File: config.mk
export PLATFORM = sky130hd
export DESIGN_NAME = mem_port_arbiter
export DESIGN_NICKNAME = d
export VERILOG_FILES = /design/src/rtl/mem_port_arbiter.sv
export SDC_FILE = /design/constraint.sdc
export NUM_CORES = 1
export LEC_CHECK = 0
export ABC_AREA = 1
export CORE_MARGIN = 5
export CORE_UTILIZATION = 44
export DETAILED_ROUTE_END_ITERATION = 10
export PLACE_DENSITY = 0.85
export SLEW_MARGIN = 5
export SYNTH_ARGS = -nofsm -noshare
export SYNTH_HDL_FRONTEND = slang
export SYNTH_SLANG_ARGS = --single-unit
File: constraint.sdc
create_clock -name clk -period 4.4 [get_ports clk]
set_input_delay 0.66 -clock clk [delete_from_list [all_inputs] [get_ports clk]]
set_output_delay 0.66 -clock clk [all_outputs]
set_load 0.05 [all_outputs]
File: src/rtl/mem_port_arbiter.sv
// Shares one single-port synchronous memory between the fetch port and the data port.
// Optional fetch anti-starvation guard enabled by defining ARB_STARVE_GUARD_EN.
module mem_port_arbiter #(
  parameter int MEM_LAT    = 1,
  parameter int STARVE_MAX = 3
) (
  input  logic        clk,
  input  logic        rst,
  input  logic        if_req,
  input  logic [31:0] if_addr,
  output logic        if_gnt,
  output logic        if_rvalid,
  output logic [31:0] if_rdata,
  input  logic        d_req,
  input  logic        d_we,
  input  logic [31:0] d_addr,
  input  logic [31:0] d_wdata,
  input  logic [3:0]  d_be,
  output logic        d_gnt,
  output logic        d_rvalid,
  output logic [31:0] d_rdata,
  output logic        mem_en,
  output logic        mem_we,
  output logic [31:0] mem_addr,
  output logic [31:0] mem_wdata,
  output logic [3:0]  mem_be,
  input  logic [31:0] mem_rdata
);

  if (MEM_LAT < 1 || MEM_LAT > 4) begin : g_bad_lat
    $error("mem_port_arbiter: MEM_LAT must be 1..4");
  end
  if (STARVE_MAX < 1 || STARVE_MAX > 15) begin : g_bad_starve
    $error("mem_port_arbiter: STARVE_MAX must be 1..15");
  end

  localparam logic [1:0] LAT_LAST = 2'(MEM_LAT - 1);

  typedef enum logic [1:0] {
    S_IDLE,
    S_ISSUE,
    S_WAIT,
    S_RESP
  } state_e;

  state_e      state_q, state_d;
  logic        owner_q, owner_d;  // 1 = data port owns the transaction
  logic [1:0]  wait_q, wait_d;
  logic [31:0] addr_q, addr_d;
  logic [31:0] wdata_q, wdata_d;
  logic        we_q, we_d;
  logic [3:0]  be_q, be_d;
  logic [31:0] if_rdata_q, if_rdata_d;
  logic [31:0] d_rdata_q, d_rdata_d;
  logic        fetch_win;

`ifdef ARB_STARVE_GUARD_EN
  localparam logic [3:0] STARVE_LIM = 4'(STARVE_MAX);
  logic [3:0]  starve_q, starve_d;
`endif

  always_comb begin
    state_d    = state_q;
    owner_d    = owner_q;
    wait_d     = wait_q;
    addr_d     = addr_q;
    wdata_d    = wdata_q;
    we_d       = we_q;
    be_d       = be_q;
    if_rdata_d = if_rdata_q;
    d_rdata_d  = d_rdata_q;
    if_gnt     = 1'b0;
    d_gnt      = 1'b0;
    fetch_win  = 1'b0;
`ifdef ARB_STARVE_GUARD_EN
    starve_d   = starve_q;
`endif

    case (state_q)
      S_IDLE: begin
`ifdef ARB_STARVE_GUARD_EN
        fetch_win = if_req && (!d_req || (starve_q == STARVE_LIM));
`else
        fetch_win = if_req && !d_req;
`endif
        // No grant while in reset: the accepted request would be lost.
        if (!rst) begin
          if_gnt = fetch_win;
          d_gnt  = d_req && !fetch_win;
        end

        if (if_gnt) begin
          owner_d = 1'b0;
          addr_d  = if_addr;
          we_d    = 1'b0;
          be_d    = 4'h0;
          wdata_d = 32'h0;
          state_d = S_ISSUE;
        end else if (d_gnt) begin
          owner_d = 1'b1;
          addr_d  = d_addr;
          we_d    = d_we;
          be_d    = d_be;
          wdata_d = d_wdata;
          state_d = S_ISSUE;
        end

`ifdef ARB_STARVE_GUARD_EN
        if (!if_req || if_gnt) begin
          starve_d = 4'd0;
        end else if (d_gnt && (starve_q != STARVE_LIM)) begin
          starve_d = starve_q + 4'd1;
        end
`endif
      end

      S_ISSUE: begin
        wait_d  = 2'd0;
        state_d = S_WAIT;
      end

      S_WAIT: begin
        // mem_rdata is valid on the last wait cycle only.
        if (wait_q == LAT_LAST) begin
          state_d = S_RESP;
          if (owner_q) begin
            d_rdata_d = mem_rdata;
          end else begin
            if_rdata_d = mem_rdata;
          end
        end else begin
          wait_d = wait_q + 2'd1;
        end
      end

      S_RESP: begin
        state_d = S_IDLE;
      end

      default: begin
        state_d = S_IDLE;
      end
    endcase
  end

  always_ff @(posedge clk) begin
    if (rst) begin
      state_q    <= S_IDLE;
      owner_q    <= 1'b0;
      wait_q     <= 2'd0;
      addr_q     <= 32'h0;
      wdata_q    <= 32'h0;
      we_q       <= 1'b0;
      be_q       <= 4'h0;
      if_rdata_q <= 32'h0;
      d_rdata_q  <= 32'h0;
`ifdef ARB_STARVE_GUARD_EN
      starve_q   <= 4'd0;
`endif
    end else begin
      state_q    <= state_d;
      owner_q    <= owner_d;
      wait_q     <= wait_d;
      addr_q     <= addr_d;
      wdata_q    <= wdata_d;
      we_q       <= we_d;
      be_q       <= be_d;
      if_rdata_q <= if_rdata_d;
      d_rdata_q  <= d_rdata_d;
`ifdef ARB_STARVE_GUARD_EN
      starve_q   <= starve_d;
`endif
    end
  end

  assign mem_en    = (state_q == S_ISSUE);
  assign mem_we    = mem_en && we_q;
  assign mem_addr  = addr_q;
  assign mem_wdata = wdata_q;
  assign mem_be    = be_q;
  assign if_rvalid = (state_q == S_RESP) && !owner_q;
  assign d_rvalid  = (state_q == S_RESP) && owner_q;
  assign if_rdata  = if_rdata_q;
  assign d_rdata   = d_rdata_q;

endmodule

; ---- Word level (Yosys, flattened, before mapping)
; Cells that the tools add are included.
[word_totals]
regBits = 138
input_bits = 137
out_inout_bits = 138
elab_cells = 56
[classes]
n_addsub = 1
n_eq_ne = 6
mux = 22
bitwise = 1
n_reduce_logical = 17
[op_table]
columns = operator, count
row1 = 32-bit two-way mux, 4
row2 = 1-bit two-way mux, 10
row3 = 2-bit two-way mux, 4
row4 = 4-bit two-way mux, 2
row5 = 2-bit case mux with 4 select lines, 1
row6 = 2-bit AND reduction, 3
row7 = 3-bit AND reduction, 2
row8 = 1-bit logical AND, 5
row9 = 2-bit equality test (second input constant), 2
row10 = 2-bit logical NOT, 2
row11 = 2-bit != test (second input constant), 2
row12 = 2-bit case mux with 2 select lines, 1
row13 = 2-bit nonzero test, 2
row14 = 1-bit logical NOT, 3
row15 = 3-bit != test (second input constant), 1
row16 = 2-bit by 1-bit adder with 2-bit output (second input constant), 1
row17 = 2-bit by 1-bit equality test with 1-bit output (second input constant), 1
row18 = 1-bit NOT, 1

; ---- Longest topological paths before layout
[depth]
ltp_word = 9
mapped_depth = 10
mapped_depth_nobuf = 7

; ---- Worst setup path after synthesis
; Ideal clock, no wire load.
[synth_path]
path_kind = input to output
from = in rst
to = out if_gnt
arrival_ps = 1986
required_time_ps = 3740
path_slack_ps = 1754
stages = 7
n_path_buf = 4
path_cell_list = buf_2 > inv_2 > buf_6 > nand3b_4 > buf_6 > buf_6 > nor2_1
[synth_between]
elab_chain_len = 3
[synth_lines]
columns = item, line
row1 = from (decl), 8  ; input logic rst,
row2 = 1-bit two-way mux, 87  ; if (!rst) begin
row3 = 1-bit two-way mux (2 in series), 79  ; case (state_q)
row4 = to (decl), 11  ; output logic if_gnt,
; Every way passes these cells. The select of a mux whose other input is x is not followed.

; ---- Worst setup path after layout
[layout_path]
from = reg owner_q
to = out d_rvalid
[layout_between]
elab_chain_len = 1
[layout_lines]
columns = item, line
row1 = from (decl), 47  ; logic owner_q, owner_d;
row2 = from (signal assigned), 162  ; owner_q <= owner_d;
row3 = 1-bit logical AND, 182  ; assign d_rvalid = (state_q == S_RESP) && owner_q;
row4 = to (decl), 20  ; output logic d_rvalid,
; Every way passes these cells.

==> impl_metrics.ini <==
[status]
result_of_the_run = finished, final reports clean

[power]
ir_worst_vdd_mv = 0.290
pwr-share-clk = 0.278
switching_share_of_total_power = 0.408
reg_power_frac = 0.295
netSwitchingPower_mw = 2.28
cellInternalPower_mw = 3.30
share_comb_of_total_power = 0.427
cellLeakagePower_nw = 4.02
power.density_cell_area_nw_per_um2 = 606

[detailed_routing]
drt_drc_violations_left = 0
drt-vias-per-instance = 4.67
via_count = 6072
drt_iter0_markers = 319
route.antenna.remaining_nets = 0
drt_first_pass_iters = 5
wl_per_cell_um = 13.8
drt-total-wl_mm = 18.0

[sta]
setup_viol = 0
final_count_of_hold_timing_violations = 0
final.period_utilization = 0.671
rsz0062_at_grt = no
worst_hold_slack_ns = 0.459
max_freq_mhz = 339
skew_ns = 0.0137
final_worst_setup_slack_ns = 1.45
slew_violations = 0
max_transition_margin = 0.248
post-route-min-period_ns = 2.95
worstMarginPinSlew_ns = 1.13
fin_tns_setup_ns = 0

[worst_hold_path]
hold_path.startpoint = d_rdata[20]
holdCritPathClass = flop to flop
whs_endpoint = d_rdata[20]
hold_depth = 2

[worst_setup_path]
maximum_fanout_count_along_the_critical_path = 29
cp_num_buf_inv = 3
path_cells = buf_4 > nand2_1 > inv_1 > clkdlybuf4s50_1
cp_slowest_cell = clkdlybuf4s50_1
delay_heaviest_family_cp = buffers and inverters
crit_arrival_ns = 2.29
crit-reg2reg-capture = d_rdata[11]
r2r_slack_ns = 1.95
worstPathRequired_ns = 3.74
worst_setup_path_end_kind = output pin
crit_path_max_incr_delay_ns = 0.82
worstSetupPathType = flop to output pin
reg2reg_from = state_q[0]
worstSetupStartpointType = flop
worst_r2r_path_depth = 8

[clocking]
clock-root-buffer = clkbuf_16
cts.sink_count = 138
clkSlewWorstSetupHoldPaths_ns = 0.06
clock_insertion_delay_worst_skew_ns = 0.42
postCtsHoldBufs = 0
setup_bufs_post_cts = 0
cts.htree.levels = 4
clk_path_buf_depth = 2
cts_buffers = 17
count_of_instances_resized_after_the_clock_tree_is_built = 0
tritoncts = yes

[synth]
synth.yosys.warnings = 0
yosysSeqAreaShare = 0.476
postSynth.asyncResetShare = 0
netlist_top_cells_area = dfxtp_1 48%, nand2_1 17%, nor2_1 13%
top_reg_cell_synth = dfxtp_1
postSynthAreaPerCell_um2 = 6.72
synth_top_area_cell = dfxtp_1
yosys.cell_count.top_type = nand2_1
synth_largest_type_area_fraction = 0.476
synthTopCellsByCount = 261 x nand2_1, 195 x nor2_1, 138 x dfxtp_1, 76 x inv_1, 60 x a21oi_1
mappedNetlistNets = 1007
synth.distinct_cells = 18
yosys_register_bits = 138
postSynthCellCount = 864
synth_enable_flop_cells = 0
syn-cell-area_um2 = 5800

[floorplan]
die_area_um2 = 15600
floorplan.die.width_um = 125
std_cell_rows = 42
die_height_um = 125
initial_utilization = 0.443
coreArea_um2 = 13100
io-pin-count = 275

[cells_and_area]
layout.nets = 1254
instances_no_fill = 1300
antennaDiodeCount = 0
final_cell_utilization_of_the_core = 0.704
final_layout_size_suffix_gt1_frac = 0.0391
syn2layout_area_growth_pct = 58.8
nFillCells = 1069

[placement]
placed_cells = 1268
hpwl_mm = 12.6
finalWeightedCongestion = 0.823
pre_cts_slack_ns = 1.58
io_buffers = 274

[run]
cap_violations = 0

[global_routing]
wire_length_of_the_first_global_routing_pass_mm = 28.4
first_global_vias = 5733
grt_max_degree = 79
grt_remaining_overflow = 0
grt_antenna_before_repair = 0
global_route_usage_over_all_layers = 0.224
==> kinds of logic (layout without fill, tap and decap cells) <==
| family | Yosys count | count (layout) | synth area share |
|---|---|---|---|
| AOI/OAI and AO/OA | 95 | 95 | 0.0824 |
| adders and majority gates | 6 | 6 | 0.0129 |
| buffers and inverters | 131 | 391 | 0.0977 |
| DFF | 138 | 138 | 0.476 |
| and+or+nand+nor | 494 | 494 | 0.331 |
==> layout by cell type (no fill, tap or decap) <==
cell and instances:
clkdlybuf4s50_1 271, nand2_1 260, nor2_1 195, dfxtp_1 138
inv_1 76, a21oi_1 60, nand3_1 35, o21ai_0 33
clkbuf_16 17, buf_4 8, ha_1 6, bufinv_16 5
clkbuf_1 4, clkinvlp_4 3, buf_12 2, inv_2 1
nor2_2 1, nand3b_4 1, nand2_2 1, o21a_1 1
o21ai_1 1, nor2_4 1, clkbuf_8 1, inv_6 1
clkinv_4 1, buf_2 1
==> worst max-delay path by stage <==
stage	start	end	slack, ns	cells past startpoint
after floorplan	rst	if_gnt	1.75	7
after global placement	rst	mem_wdata[21]	1.64	8
after detailed placement	rst	we_q	1.58	8
after CTS	owner_q	d_rvalid	1.42	4
after global routing	owner_q	d_rvalid	1.34	4
final	owner_q	d_rvalid	1.45	4
==> area by class of cell <==
| class | instances | area [um^2] | share of cell area |
|---|---|---|---|
| timing repair buffer | 282 | 2820 | 0.306 |
| sequential | 138 | 2760 | 0.300 |
| multi-input combinational | 595 | 2480 | 0.269 |
| clock buffer | 22 | 454 | 0.0493 |
| inverter | 77 | 289 | 0.0314 |
| tap | 176 | 220 | 0.0239 |
| clock inverter | 10 | 190 | 0.0206 |
==> tightest hold or removal path: stages, from the launching register on <==
cell and delay, ns:
dfxtp_1 0.30, nand2_1 0.06, a21oi_1 0.05
==> power groups by stage <==
stage	Sequential, mW	Combinational (mW)	Clock (mW)
2_1_floorplan	2.48	0.759	0
3_3_place_gp	1.66	2.36	0
3_5_place_dp	1.67	2.38	0
4_1_cts	1.64	2.40	1.58
5_1_grt	1.68	2.57	1.64
6_report	1.65	2.39	1.55
==> through the flow <==
stage / area [um^2] / power (mW)
after CTS: 9210 / 5.62
after detailed placement: 8570 / 4.05
after floorplan: 5800 / 3.24
final: 9210 / 5.58
after global routing: 9210 / 5.88
after global placement: 8570 / 4.02
==> per-layer routing <==
| layer | wire, um | GRT usage | up-vias |
|---|---|---|---|
| met1 | 7020 | 0.250 | 2683 |
| met3 | 1860 | 0.0969 | 25 |
| met5 | 0 | 0 | - |
| met2 | 8790 | 0.381 | 248 |
| li1 | - | - | 3116 |
| met4 | 301 | 0.0784 | 0 |
==> flip-flops by register name (all words and copies together) (netlist names) <==
register	count
d_rdata	32
if_rdata	32
mem_addr	32
mem_wdata	32
mem_be	4
state_q	2
wait_q	2
owner_q	1
we_q	1
(Power assumes the default switching activity.)
